===== config.mk =====
export PLATFORM = sky130hd
export DESIGN_NAME = jump_target_encoder
export DESIGN_NICKNAME = d
export VERILOG_FILES = /design/src/rtl/jump_target_encoder.sv
export SDC_FILE = /design/constraint.sdc
export NUM_CORES = 1
export LEC_CHECK = 0
export CAP_MARGIN = 10
export CORE_MARGIN = 4
export CORE_UTILIZATION = 35
export CTS_BUF_LIST = sky130_fd_sc_hd__clkbuf_8
export DETAILED_ROUTE_END_ITERATION = 8
export HOLD_SLACK_MARGIN = 0.06
export PLACE_DENSITY = 0.66
export SLEW_MARGIN = 20
export SYNTH_ARGS = -nofsm -noshare
export SYNTH_HDL_FRONTEND = slang
export SYNTH_SLANG_ARGS = --single-unit

===== constraint.sdc =====
create_clock -name clk -period 4.05 [get_ports clk]
set_input_delay 1.0125 -clock clk [delete_from_list [all_inputs] [get_ports clk]]
set_output_delay 1.0125 -clock clk [all_outputs]
set_load 0.02 [all_outputs]

===== src/rtl/jump_target_encoder.sv =====
// Sequential J/JAL instruction encoder with valid/ready handshakes on both sides.
// Optional saturating error counter is enabled by defining JENC_ERRCNT_EN.
module jump_target_encoder #(
  parameter logic [5:0] OPC_J   = 6'b000010,
  parameter logic [5:0] OPC_JAL = 6'b000011
) (
  input  logic        clk,
  input  logic        rst,
  input  logic        in_valid,
  output logic        in_ready,
  input  logic [31:0] target,
  input  logic [31:0] pc_plus4,
  input  logic        link,
  output logic        out_valid,
  input  logic        out_ready,
  output logic [31:0] instr,
  output logic        err_align,
  output logic        err_region
`ifdef JENC_ERRCNT_EN
  ,
  output logic [7:0]  err_count
`endif
);

  typedef enum logic [1:0] {
    IDLE   = 2'd0,
    ENCODE = 2'd1,
    HOLD   = 2'd2
  } state_t;

  state_t      state_q, state_d;
  logic [31:0] tgt_q, tgt_d;
  logic [3:0]  pc_hi_q, pc_hi_d;
  logic        link_q, link_d;
  logic [31:0] instr_q, instr_d;
  logic        err_align_q, err_align_d;
  logic        err_region_q, err_region_d;

  // Only the region nibble of pc_plus4 matters; the low bits are deliberately dropped.
  logic unused_pc_low;
  assign unused_pc_low = ^pc_plus4[27:0];

  always_comb begin
    state_d      = state_q;
    tgt_d        = tgt_q;
    pc_hi_d      = pc_hi_q;
    link_d       = link_q;
    instr_d      = instr_q;
    err_align_d  = err_align_q;
    err_region_d = err_region_q;
    in_ready     = 1'b0;
    out_valid    = 1'b0;
    case (state_q)
      IDLE: begin
        in_ready = 1'b1;
        if (in_valid) begin
          tgt_d   = target;
          pc_hi_d = pc_plus4[31:28];
          link_d  = link;
          state_d = ENCODE;
        end
      end
      ENCODE: begin
        instr_d      = {(link_q ? OPC_JAL : OPC_J), tgt_q[27:2]};
        err_align_d  = |tgt_q[1:0];
        err_region_d = (tgt_q[31:28] != pc_hi_q);
        state_d      = HOLD;
      end
      HOLD: begin
        out_valid = 1'b1;
        if (out_ready) state_d = IDLE;
      end
      default: state_d = IDLE;
    endcase
  end

  always_ff @(posedge clk or posedge rst) begin
    if (rst) begin
      state_q      <= IDLE;
      tgt_q        <= 32'h0;
      pc_hi_q      <= 4'h0;
      link_q       <= 1'b0;
      instr_q      <= 32'h0;
      err_align_q  <= 1'b0;
      err_region_q <= 1'b0;
    end else begin
      state_q      <= state_d;
      tgt_q        <= tgt_d;
      pc_hi_q      <= pc_hi_d;
      link_q       <= link_d;
      instr_q      <= instr_d;
      err_align_q  <= err_align_d;
      err_region_q <= err_region_d;
    end
  end

  assign instr      = instr_q;
  assign err_align  = err_align_q;
  assign err_region = err_region_q;

`ifdef JENC_ERRCNT_EN
  logic [7:0] err_count_q, err_count_d;

  // Counted on the handoff so a result stuck under backpressure is counted once.
  always_comb begin
    err_count_d = err_count_q;
    if (state_q == HOLD && out_ready && (err_align_q | err_region_q) &&
        err_count_q != 8'hFF)
      err_count_d = err_count_q + 8'd1;
  end

  always_ff @(posedge clk or posedge rst) begin
    if (rst) err_count_q <= 8'h00;
    else     err_count_q <= err_count_d;
  end

  assign err_count = err_count_q;
`endif

endmodule


# ---- Word level (Yosys, flattened, before mapping)
# Cells that the tools add are included.
dict set report totals {
  ff_bits 73
  inputBits 69
  output_inout_bits 36
  elab_cells 22
}
dict set report op_classes {
  eq_ne 5
  muxes 6
  reduce_logical 4
}
# operator count
set ops {}
lappend ops {{2-bit one-hot mux with 3 select lines} 1}
lappend ops {{2-bit 2-to-1 mux} 2}
lappend ops {{2-bit inequality test, second input constant} 2}
lappend ops {{4-bit inequality test} 1}
lappend ops {{2-bit AND reduction} 2}
lappend ops {{1-bit 2-to-1 mux} 3}
lappend ops {{2-bit by 1-bit equality test with 1-bit output, second input constant} 1}
lappend ops {{2-bit equality test, second input constant} 1}
lappend ops {{2-bit zero test} 1}
lappend ops {{2-bit OR reduction} 1}

# ---- Longest topological paths before layout
# Gate-level depths: netlist of the first run.
dict set report depth {
  word_depth 3
  depth_mapped 5
  depth_no_buf 3
}

# ---- Worst setup path after synthesis of the first run
# No wires, ideal clock.
dict set report synth_path {
  path_type {input to register}
  from {input in_valid}
  to {register tgt_q[10]}
  setup_ns 0.125
  t_arrival_ns 1.709
  required_ns 3.925
  path_slack_ns 2.216
  stages 4
  path_buffers 2
  path_cell_list {and2_4 > buf_6 > buf_12 > mux2_4}
}
dict set report synth_between {
  elab_chain_cells 1
}
# item line_no
set synth_lines {}
lappend synth_lines {{start: declaration} 9} ;# input logic in_valid,
lappend synth_lines {{2-bit AND reduction (no line)} -}
lappend synth_lines {{end signal: assignment} 88} ;# tgt_q <= tgt_d;
lappend synth_lines {{end: declaration} 32} ;# logic [31:0] tgt_q, tgt_d;
# Every way passes these cells.
# A chain may end at the register's enable or synchronous reset.

# ---- Worst setup path after layout of the first run
dict set report layout_path {
  from {register state_q[0]}
  to {output out_valid}
}
dict set report layout_between {
  elab_chain_cells 2
}
# item line_no
set layout_lines {}
lappend layout_lines {{start: declaration} 31} ;# state_t state_q, state_d;
lappend layout_lines {{start signal: assignment} 87} ;# state_q <= state_d;
lappend layout_lines {{2-bit equality test} 53} ;# case (state_q)
lappend layout_lines {{1-bit 2-to-1 mux} 53}
lappend layout_lines {{end: declaration} 14} ;# output logic out_valid,
# Every way passes these cells.

==> results.txt, run 1 <==
Avg Vias per Cell -> 4.44
post-CTS setup buffer count -> 0
largest area contributor in the netlist -> dfrtp_1
hold_buf cts -> 0
largest net degree at the start of global routing -> 39
Core Area -> 0.00745 mm²
final setup fails -> 0
I/O pin cnt -> 105
CP startpoint kind -> flip-flop
Internal Power -> 2.19 mW
Max Fclk -> 0.380 GHz
Reg clk slew, reported paths -> 0.08 ns
Antenna Nets Post-Route -> 0
ANT cells -> 0
critical path type -> flip-flop to output pin
All-Layer GR Usage -> 11.2%
post-synth top area share -> 63.0%
TritonCTS clock tree -> built
max-slew violations -> 0
layout net count -> 309
post-synth cell types -> 17
arrival time at the worst endpoint -> 1.62 ns
most common library cell in the layout ignoring fill and taps -> clkdlybuf4s50_1
Area Overhead vs Synth -> 36.6%
Max-Cap Viols -> 0
Logic pwr share -> 39.9%
die width -> 96.5 µm
Filler cells -> 684
RSZ-0062 raised after global routing -> false
Hold Crit Class -> flip-flop to flip-flop
Root Buffer -> clkbuf_8
share of cells above drive strength 1 -> 34.3%
number of global-route vias before repair -> 1555
GP Congestion -> 0.634
sequential element share of the synthesized area -> 63.0%
antenna violations before repair -> 0
Worst VDD drop -> 0.000291 V
clock latency on the worst-skew pair -> 0.34 ns
Rows -> 31
net switching power -> 0.945 mW
detailed-route wire length per cell -> 14.0 µm
leakage -> 1.61 nW
1st-pass router iterations -> 2
Slew HR -> 45.4%
YS warnings -> 0
via count -> 1528
Final Critical Period -> 2.63 ns
GRT Residual Overflow -> 0
worst-path maximum fanout -> 3
Area contributors post-synth -> dfrtp_1 63%, mux2_2 19%, mux2_4 10%, buf_12 1.5%, buf_4 1.4%
max incr delay on CP -> 0.59 ns
Hold Worst Slack -> 0.477 ns
Initial Util -> 36.8%
first-pass GRT wire length -> 7710 µm
htree depth -> 3
Die H -> 96.5 µm
Die ar. -> 0.00930 mm²
Gate Count Post-Synth -> 164
status -> finished, final reports clean
top cell family by delay on the critical path -> buffers and inverters
most frequent cells in the layout -> 72 x clkdlybuf4s50_1, 69 x dfrtp_1, 45 x mux2_2
final wirelength -> 4800 µm
Detailed Place HPWL -> 3190 µm
Fin Setup TNS -> 0 ns
clk_skew -> 0.0106 ns
CP max stage cell -> clkdlybuf4s50_1
Iteration-0 DRC Markers -> 24
total power divided by cell area -> 837 mW/mm²
Worst-Margin Slew -> 0.818 ns
critical path capture point type -> output pin
Sw Share -> 30.2%
clk buf depth -> 2
final worst path period share -> 65.0%
worst-path cell chain -> or2b_1 -> inv_1 -> clkdlybuf4s50_1
Sink Count -> 69
IO Port Bufs -> 72
Post-route DRC -> 0
synthesized area -> 0.00274 mm²
final hold violations -> 0
FF+latch count, synth -> 69
CP Data Required Time -> 3.04 ns
synthesized area per cell -> 16.7 µm²
Reg power frac -> 39.0%
Num CTS Buffers -> 9
Clock Power Share -> 21.2%
worst path bufs/invs -> 2
post-CTS sizing -> 0
==> cells by family (layout without fill, tap and decap cells) <==
group                     count (synthesis)  after routing  share of synthesized area [%]
DFF                                      69             69                           63.0
muxes                                    64             64                           28.9
buffers and inverters                    14             92                           4.25
and+or+nand+nor                           9              9                           1.83
xor gates and xnor gates                  4              4                           1.28
AOI/OAI and AO/OA                         3              3                          0.548
other                                     1              4                          0.137
==> cells in the mapped netlist (all sizes together) <==
| cell | count |
|---|---|
| and2 | 1 |
| buf | 12 |
| conb | 1 |
| dfrtp | 69 |
| inv | 2 |
| mux2 | 64 |
| nand2 | 2 |
| nand2b | 2 |
| nor2 | 2 |
| nor4 | 1 |
| o21ai | 3 |
| or2b | 1 |
| xor2 | 4 |
==> registers in the layout (all words and copies together) (netlist names) <==
signal      cells
tgt_q          32
instr          28
pc_hi_q         4
state_q         2
err_align       1
err_region      1
link_q          1
==> path summary, 6_finish.rpt <==
path | slack, ns | from | to | cells after the start
setup / recovery | 1.42 | state_q[0]$_DFFE_PP0P_ | out_valid | 3
hold / removal | 0.48 | instr[27]$_DFFE_PP0N_ | instr[27]$_DFFE_PP0N_ | 1
setup reg to reg | 2.39 | state_q[1]$_DFFE_PP0P_ | tgt_q[17]$_DFFE_PP0P_ | 3
min in group asynchronous | 1.08 | rst | instr[19]$_DFFE_PP0N_ | 2
max in group asynchronous | 2.25 | rst | instr[2]$_DFFE_PP0N_ | 3
hold reg to reg | 0.48 | instr[27]$_DFFE_PP0N_ | instr[27]$_DFFE_PP0N_ | 1
==> power groups by stage <==
stage / registers, mW / logic, mW / clock network [mW]
after floorplan: 1.38 / 0.674 / 0
after global placement: 1.23 / 1.25 / 0
after detailed placement: 1.24 / 1.27 / 0
after CTS: 1.23 / 1.27 / 0.686
after global routing: 1.27 / 1.34 / 0.723
final: 1.22 / 1.25 / 0.663
==> final cells by class <==
cell class / count / area [µm²] / share of cell area (%)
multi-input cells: 84 / 910 / 24.3
clock buffers: 9 / 124 / 3.31
clock inverters: 7 / 115 / 3.08
well taps: 99 / 124 / 3.31
inverters: 2 / 7.51 / 0.201
repair buffers: 74 / 736 / 19.7
flip-flops and latches: 69 / 1730 / 46.1
==> per-layer routing <==
layer  up-vias  GRT usage, %  share of wire, %
li1        708             -                 -
met1       757          13.8                44
met2        53          17.2                47
met3        10          3.95               6.9
met4         0          5.96               1.7
met5         -             0                 0
==> through the flow <==
| stage | area, µm² | setup WS (ns) | util (%) | power, mW | cells |
|---|---|---|---|---|---|
| floorplan | 2750 | 1.30 | - | 2.06 | 167 |
| global route | 3740 | 1.36 | 50.3 | 3.33 | 344 |
| detailed placement | 3500 | 1.45 | 47.0 | 2.51 | 328 |
| global placement | 3500 | 1.46 | 47.0 | 2.47 | 328 |
| finish | 3740 | 1.42 | 50.3 | 3.13 | 344 |
| CTS | 3740 | 1.38 | 50.3 | 3.19 | 344 |
(Power assumes the default switching activity.)
==> run 2: changes to the inputs <==
==> constraint.sdc (replaced) <==
create_clock -name clk -period 2.65 [get_ports clk]
set_input_delay 0.6625 -clock clk [delete_from_list [all_inputs] [get_ports clk]]
set_output_delay 0.6625 -clock clk [all_outputs]
set_load 0.02 [all_outputs]
==> results.txt, run 2 (synthesis results as in run 1) <==
status -> finished, final reports clean
Worst-Margin Slew -> 0.822 ns (+0.00350 ns)
r2r setup slk -> 1.06 ns (-1.33 ns)
All-Layer GR Usage -> 11.1% (-0.081 points)
max reg flops -> 32 (unchanged)
reg-to-reg startpoint -> state_q[1]$_DFFE_PP0P_
Reg clk slew, reported paths -> 0.08 ns (about the same)
critical path capture point type -> output pin
die width -> 96.5 µm (unchanged)
CP Data Required Time -> 1.99 ns (-1.05 ns)
Worst VDD drop -> 0.000521 V (+79%)
leakage -> 1.59 nW (-1.0%)
htree depth -> 3 (unchanged)
RSZ-0062 raised after global routing -> false
number of global-route vias before repair -> 1572 (+1.1%)
Slew HR -> 45.2% (-0.23 points)
antenna violations before repair -> 0 (unchanged)
hold_buf cts -> 0 (unchanged)
Logic pwr share -> 41.1% (+1.2 points)
Hold Crit Class -> flip-flop to flip-flop
Initial Util -> 36.8% (unchanged)
post-CTS sizing -> 0 (unchanged)
final instance area -> 0.00374 mm² (-0.17%)
arrival time at the worst endpoint -> 1.62 ns (about the same)
via count -> 1534 (+0.39%)
1st-pass router iterations -> 4 (+2)
final hold violations -> 0 (unchanged)
final wirelength -> 4710 µm (-1.9%)
Root Buffer -> clkbuf_8
clock latency on the worst-skew pair -> 0.34 ns (about the same)
DP Area -> 0.00353 mm² (+0.71%)
Rows -> 31 (unchanged)
ANT cells -> 0 (unchanged)
Sw Share -> 31.4% (+1.2 points)
largest net degree at the start of global routing -> 70 (+79%)
Iteration-0 DRC Markers -> 17 (-29%)
Worst R2R Path Depth -> 2 (-1)
most common library cell in the layout ignoring fill and taps -> clkdlybuf4s50_1
end of the critical path -> out_valid
critical path type -> flip-flop to output pin
post-CTS setup buffer count -> 0 (unchanged)
final setup fails -> 0 (unchanged)
detailed-route wire length per cell -> 13.7 µm (-1.9%)
Die ar. -> 0.00930 mm² (unchanged)
share of cells above drive strength 1 -> 34.7% (+0.41 points)
Top reg by flops -> tgt_q
Area Overhead vs Synth -> 36.4%
Core Area -> 0.00745 mm² (unchanged)
final worst path period share -> 86.1%
Max Fclk -> 0.438 GHz
GP Congestion -> 0.647 (+2.1%)
Max-Cap Viols -> 0 (unchanged)
total power divided by cell area -> 1250 mW/mm² (+49%)
Detailed Place HPWL -> 3060 µm (-4.3%)
CP startpoint kind -> flip-flop
IO Port Bufs -> 72 (unchanged)
Final Critical Period -> 2.28 ns
first-pass GRT wire length -> 7660 µm (-0.62%)
Avg Vias per Cell -> 4.46 (+0.39%)
Antenna Nets Post-Route -> 0 (unchanged)
net switching power -> 1.47 mW (+55%)
Die H -> 96.5 µm (unchanged)
Internal Power -> 3.21 mW (+47%)
Fin Setup TNS -> 0 ns (unchanged)
Sink Count -> 69 (unchanged)
Num CTS Buffers -> 9 (unchanged)
GRT Residual Overflow -> 0 (unchanged)
clk buf depth -> 2 (unchanged)
total power draw -> 4.67 mW (+49%)
I/O pin cnt -> 105 (unchanged)
Reg power frac -> 40.0% (+1.0 points)
worst-path maximum fanout -> 3 (unchanged)
layout net count -> 309 (unchanged)
most frequent cells in the layout -> 72 x clkdlybuf4s50_1, 69 x dfrtp_1, 45 x mux2_2
Filler cells -> 647 (-5.4%)
max-slew violations -> 0 (unchanged)
critical path launch point -> state_q[0]$_DFFE_PP0P_
reg2reg end -> instr[11]$_DFFE_PP0N_
TritonCTS clock tree -> built
clk_skew -> 0.00691 ns (-0.00372 ns)
Post-route DRC -> 0 (unchanged)
Clock Power Share -> 18.9% (-2.3 points)
==> run 2: changes by cell type in the layout (fill, tap and decap cells not counted), moves of 2 or more <==
| cell | before | now |
|---|---|---|
| buf_12 | 0 | 2 |
| clkinvlp_4 | 1 | 3 |
| inv_6 | 0 | 2 |
| buf_4 | 2 | 0 |
| bufinv_16 | 3 | 1 |
==> run 2: routing by layer <==
metal / vias to the layer above / share of wire [%] / wire (µm) / global-route usage, %
li1: 708 / - / - / -
met1: 766 / 44 / 2070 / 13.8
met2: 52 / 46 / 2190 / 16.8
met3: 8 / 7.8 / 366 / 4.42
met4: 0 / 1.9 / 91 / 5.61
met5: - / 0 / 0 / 0
==> run 2: worst min-delay path by stage <==
stage,start,endpoint,slack (ns),cells after the start
2_1_floorplan,link_q$_DFFE_PP0P_,link_q$_DFFE_PP0P_,0.48,1
3_3_place_gp,instr[27]$_DFFE_PP0N_,instr[27]$_DFFE_PP0N_,0.45,1
3_5_place_dp,instr[27]$_DFFE_PP0N_,instr[27]$_DFFE_PP0N_,0.45,1
4_1_cts,instr[27]$_DFFE_PP0N_,instr[27]$_DFFE_PP0N_,0.48,1
5_1_grt,instr[27]$_DFFE_PP0N_,instr[27]$_DFFE_PP0N_,0.52,1
6_report,instr[27]$_DFFE_PP0N_,instr[27]$_DFFE_PP0N_,0.47,1
==> run 2: worst max-delay path: stages, from the launching register on <==
cell and delay, ns:
dfrtp_1 0.40, or2b_1 0.24, inv_1 0.05, clkdlybuf4s50_1 0.59
==> run 2: final cells by class <==
| type | instances | area (µm²) | area share [%] |
|---|---|---|---|
| sequential | 69 | 1730 | 46.2 |
| multi-input combinational | 84 | 910 | 24.3 |
| timing repair buffer | 74 | 761 | 20.4 |
| clock buffer | 10 | 138 | 3.68 |
| tap | 99 | 124 | 3.32 |
| clock inverter | 6 | 70.1 | 1.88 |
| inverter | 2 | 7.51 | 0.201 |
==> run 2: through the flow <==
step / setup slack, ns / hold WS (ns) / util (%) / instances
after floorplan: 0.248 / 0.477 / - / 167
after CTS: 0.332 / 0.475 / 50.2 / 344
after detailed placement: 0.613 / 0.452 / 47.4 / 328
final: 0.368 / 0.469 / 50.2 / 344
after global routing: 0.302 / 0.516 / 50.2 / 344
after global placement: 0.624 / 0.451 / 47.4 / 328
==> run 2: power by group through the flow <==
stage	Clock (mW)	Sequential [mW]	Combinational (mW)
finish	0.882	1.87	1.92
global route	0.955	1.94	2.07
CTS	0.910	1.88	1.96
detailed placement	0	1.89	1.95
global placement	0	1.88	1.93
floorplan	0	2.11	1.03
==> run 3: changes to the inputs <==
--- a/config.mk
+++ b/config.mk
@@ -10,8 +10,8 @@
 export CORE_UTILIZATION = 35
 export CTS_BUF_LIST = sky130_fd_sc_hd__clkbuf_8
 export DETAILED_ROUTE_END_ITERATION = 8
+export DONT_BUFFER_PORTS = 1
 export HOLD_SLACK_MARGIN = 0.06
-export PLACE_DENSITY = 0.66
 export SLEW_MARGIN = 20
 export SYNTH_ARGS = -nofsm -noshare
 export SYNTH_HDL_FRONTEND = slang
==> results.txt, run 3 (synthesis results as in run 1) <==
most common library cell in the layout ignoring fill and taps -> dfrtp_1
worst-path maximum fanout -> 3 (unchanged)
final worst path period share -> 67.7% (-18 points)
clock latency on the worst-skew pair -> 0.34 ns (about the same)
GRT Residual Overflow -> 0 (unchanged)
clk_skew -> 0.00692 ns (+0.0000139 ns)
Multi-input gate area -> 910 µm² (unchanged)
Iteration-0 DRC Markers -> 25 (+8)
Worst R2R Path Depth -> 4 (+2)
Hold Crit Class -> primary input to asynchronous set/reset pin
Avg Vias per Cell -> 4.75 (+6.5%)
I/O pin cnt -> 105 (unchanged)
critical path type -> flip-flop to output pin
CP startpoint kind -> flip-flop
die width -> 96.5 µm (unchanged)
Detailed Place HPWL -> 3270 µm (+7.0%)
htree depth -> 3 (unchanged)
Max Fclk -> 0.558 GHz (+27%)
final setup fails -> 0 (unchanged)
DP Area -> 0.00280 mm² (-21%)
CP Data Required Time -> 1.99 ns (about the same)
share of cells above drive strength 1 -> 48.6% (+14 points)
first-pass GRT wire length -> 7800 µm (+1.9%)
ANT cells -> 0 (unchanged)
met3 Usage GRT -> 5.96% (+1.5 points)
Die H -> 96.5 µm (unchanged)
Final Critical Period -> 1.79 ns (-0.489 ns)
Initial Util -> 36.8% (unchanged)
worst-path cell chain -> or2b_1 -> inv_1
Register Area -> 0.00173 mm² (unchanged)
antenna violations before repair -> 0 (unchanged)
1st-pass router iterations -> 3 (-1)
reg-to-reg startpoint -> state_q[1]$_DFFE_PP0P_
Worst VDD drop -> 0.000505 V (-2.9%)
All-Layer GR Usage -> 11.5% (+0.43 points)
critical path capture point type -> output pin
post-CTS setup buffer count -> 0 (unchanged)
final instance area -> 0.00299 mm² (-20%)
CP max stage cell -> dfrtp_1
number of global-route vias before repair -> 1489 (-5.3%)
max incr delay on CP -> 0.40 ns (-0.19 ns)
Core Area -> 0.00745 mm² (unchanged)
via count -> 1292 (-16%)
post-CTS sizing -> 0 (unchanged)
Root Buffer -> clkbuf_8
Die ar. -> 0.00930 mm² (unchanged)
Rows -> 31 (unchanged)
r2r setup slk -> 0.88 ns (-0.18 ns)
arrival time at the worst endpoint -> 1.13 ns (-0.49 ns)
Reg clk slew, reported paths -> 0.07 ns (about the same)
most frequent cells in the layout -> 69 x dfrtp_1, 45 x mux2_2, 19 x mux2_4
TritonCTS clock tree -> built
Worst-Margin Slew -> 0.832 ns (+0.00997 ns)
max-slew violations -> 0 (unchanged)
hold_buf cts -> 0 (unchanged)
RSZ-0062 raised after global routing -> false
Antenna Nets Post-Route -> 0 (unchanged)
grt met1 use -> 12.9% (-0.85 points)
final wirelength -> 4890 µm (+3.6%)
total power divided by cell area -> 1380 mW/mm² (+10%)
total power draw -> 4.12 mW (-12%)
Sink Count -> 69 (unchanged)
Post-route DRC -> 0 (unchanged)
max reg flops -> 32 (unchanged)
detailed-route wire length per cell -> 18.0 µm (+31%)
Num CTS Buffers -> 9 (unchanged)
Max-Cap Viols -> 0 (unchanged)
largest net degree at the start of global routing -> 43 (-39%)
final hold violations -> 0 (unchanged)
Slew HR -> 44.5% (-0.66 points)
met2 Use GR -> 17.8% (+0.98 points)
status -> finished, final reports clean
GP Congestion -> 0.643 (-0.56%)
layout net count -> 237 (-23%)
Area Overhead vs Synth -> 9.05%
gr busiest metal -> met2
Filler cells -> 715 (+11%)
Fin Setup TNS -> 0 ns (unchanged)
reg2reg end -> tgt_q[20]$_DFFE_PP0P_
IO Port Bufs -> 0 (-100%)
clk buf depth -> 2 (unchanged)
leakage -> 1.32 nW (-17%)
Top reg by flops -> tgt_q
## run 3: how the worst max path moves through the flow
stage | startpoint | to | slack (ns) | depth (start not counted)
finish | state_q[0]$_DFFE_PP0P_ | out_valid | 0.86 | 2
global route | state_q[0]$_DFFE_PP0P_ | tgt_q[21]$_DFFE_PP0P_ | 0.77 | 4
CTS | state_q[0]$_DFFE_PP0P_ | out_valid | 0.82 | 2
detailed placement | state_q[0]$_DFFE_PP0P_ | tgt_q[21]$_DFFE_PP0P_ | 0.86 | 4
global placement | in_valid | tgt_q[25]$_DFFE_PP0P_ | 0.92 | 2
floorplan | rst | err_align$_DFFE_PP0N_ | 0.25 | 1
## run 3: worst max-delay path: cells and delay by family, from the launching register on
family	cells	cell delay [ns]
simple gates	1	0.24
flops	1	0.40
buf+inv	1	0.16
## run 3: report_power, final
group,switching [mW],internal [mW],total [mW]
logic,0.396,0.692,1.09
registers,0.617,1.59,2.21
clock network,0.377,0.450,0.827
## run 3: final cells by class
type / count / share of cell area [%]
flip-flops and latches: 69 / 57.8
repair buffers: 2 / 0.922
multi-input cells: 84 / 30.5
well taps: 99 / 4.15
clock buffers: 10 / 4.61
inverters: 2 / 0.251
clock inverters: 6 / 1.80
## run 3: routing by layer
layer  vias up  share of wire [%]
met4         0                2.0
met1       667                 38
li1        564                  -
met3         9                 10
met5         -                  0
met2        52                 50
## run 3: per-stage QoR
stage / hold slack (ns) / std cells / utilization, % / setup slack [ns]
6_report: 0.270 / 272 / 40.1 / 0.856
5_1_grt: 0.306 / 272 / 40.1 / 0.770
4_1_cts: 0.276 / 272 / 40.1 / 0.820
3_5_place_dp: 0.492 / 256 / 37.5 / 0.861
3_3_place_gp: 0.483 / 256 / 37.5 / 0.923
2_1_floorplan: 0.477 / 167 / - / 0.248
==> edit (config.mk and constraints of run 2) <==
Register the input `target` before use, with the module's reset. The logic sees it one clock later. The other inputs are not delayed to match.
--- a/src/rtl/jump_target_encoder.sv
+++ b/src/rtl/jump_target_encoder.sv
@@ -29,4 +29,14 @@
   } state_t;
 
+  logic [31:0] target_q;
+
+  always_ff @(posedge clk or posedge rst) begin
+    if (rst) begin
+      target_q <= '0;
+    end else begin
+      target_q <= target;
+    end
+  end
+
   state_t      state_q, state_d;
   logic [31:0] tgt_q, tgt_d;
@@ -55,5 +65,5 @@
         in_ready = 1'b1;
         if (in_valid) begin
-          tgt_d   = target;
+          tgt_d   = target_q;
           pc_hi_d = pc_plus4[31:28];
           link_d  = link;
Formal check against the unedited RTL: not equivalent (Yosys sat finds a counterexample within 4 cycles, from zero or initial values and one cycle with rst high).
==> edit against run 2 <==
First-iteration DRC count increased by 5.9%; setup slack improved by 0.024 ns; final area increased by 23%; largest cell class unchanged; sequential share of layout area increased by 9.0 points; power increased by 14%; synthesized area increased by 29%; routed wire length increased by 19%; maximum frequency increased by 1.1%; synthesized cell count increased by 20%; sequential cell count increased by 32.
==> edit: results (changes against run 2) <==
| Metric | Value |
|---|---|
| Status | `complete, no violations` |
| Final net count | `341 (+10%)` |
| Vias in the first global route | `1894 (+20%)` |
| Clock slew at reported path FFs | `0.10 ns (+0.02 ns)` |
| Routed length per placed instance | `13.7 µm (-0.20%)` |
| Synth cell count leaders | `dfrtp_1, mux2_2, mux2_4` |
| TritonRoute pass-1 iters | `3 (-1)` |
| Peak VDD IR | `397 µV (-24%)` |
| Final Wtd Congestion | `0.707 (+9.3%)` |
| Diodes inserted | `0 (unchanged)` |
| Arrival @ worst endpoint | `1.60 ns (-0.02 ns)` |
| Slew HR | `43.3% (-1.9 points)` |
| First-pass GRT wire length | `9430 µm (+23%)` |
| Clock buffer depth | `2 (unchanged)` |
| Detailed Route Iter0 Violations | `18 (+1)` |
| Total GRT Usage | `10.6% (-0.54 points)` |
| Cells after Synth | `196 (+20%)` |
| Top cells by area, synth | `dfrtp_1, mux2_2, mux2_4` |
| Largest net degree at the start of global routing | `102 (+46%)` |
| HPWL after DPL | `3480 µm (+14%)` |
| Final Non-Filler Cells | `410 (+19%)` |
| Clk_lat worst skew | `0.36 ns (+0.02 ns)` |
| Synth cell types | `16 (-1)` |
| Worst Clk Skew | `0.0159 ns (+0.00898 ns)` |
| DR vias/cell | `4.32 (-3.1%)` |
edit: cell families after synthesis:
logic type      after synthesis  share of synthesized area, %
xor+xnor                      4                         0.990
flops                       101                          71.4
simple gates                  9                          1.38
buf+inv                      14                          3.29
other cells                   1                         0.106
mux                          64                          22.4
compound gates                3                         0.424
edit: layout make-up:
class,instances,area (µm²)
sequential,101,2530
multi-input combinational,84,908
tap,133,166
timing repair buffer,74,761
clock buffer,9,124
clock inverter,7,80.1
inverter,2,11.3
fill,905,5240
edit: layer usage:
layer,share of wire (%),GRT usage [%]
met1,43,13.4
met2,50,16.5
met3,5.5,2.93
met4,1.8,5.41
met5,0,0
edit: final timing paths:
check | from | to | slack, ns | cells past startpoint
max | state_q[0] | out_valid | 0.39 | 3
min | target_q[26] | tgt_q[26] | 0.47 | 1
max reg2reg | state_q[1] | instr[16] | 1.05 | 2
min reg2reg | target_q[26] | tgt_q[26] | 0.47 | 1
max in group asynchronous | rst | pc_hi_q[0] | 1.47 | 3
min in group asynchronous | rst | instr[22] | 0.79 | 3
edit: metrics by stage:
stage,cell area [µm²],worst slack (ns)
4_1_cts,4580,0.345
5_1_grt,4580,0.321
3_3_place_gp,4370,0.624
3_5_place_dp,4370,0.602
2_1_floorplan,3550,0.784
6_report,4580,0.392
edit: power by group:
part	internal [mW]	switching, mW	total, mW
combinational	1.15	0.794	1.94
clock	0.450	0.535	0.985
sequential	2.10	0.285	2.38
total	3.70	1.61	5.31
edit: critical path, cell delays in order (launching register included):
cell             delay (ns)
dfrtp_1                0.41
nand2b_1               0.17
inv_1                  0.07
clkdlybuf4s50_1        0.60
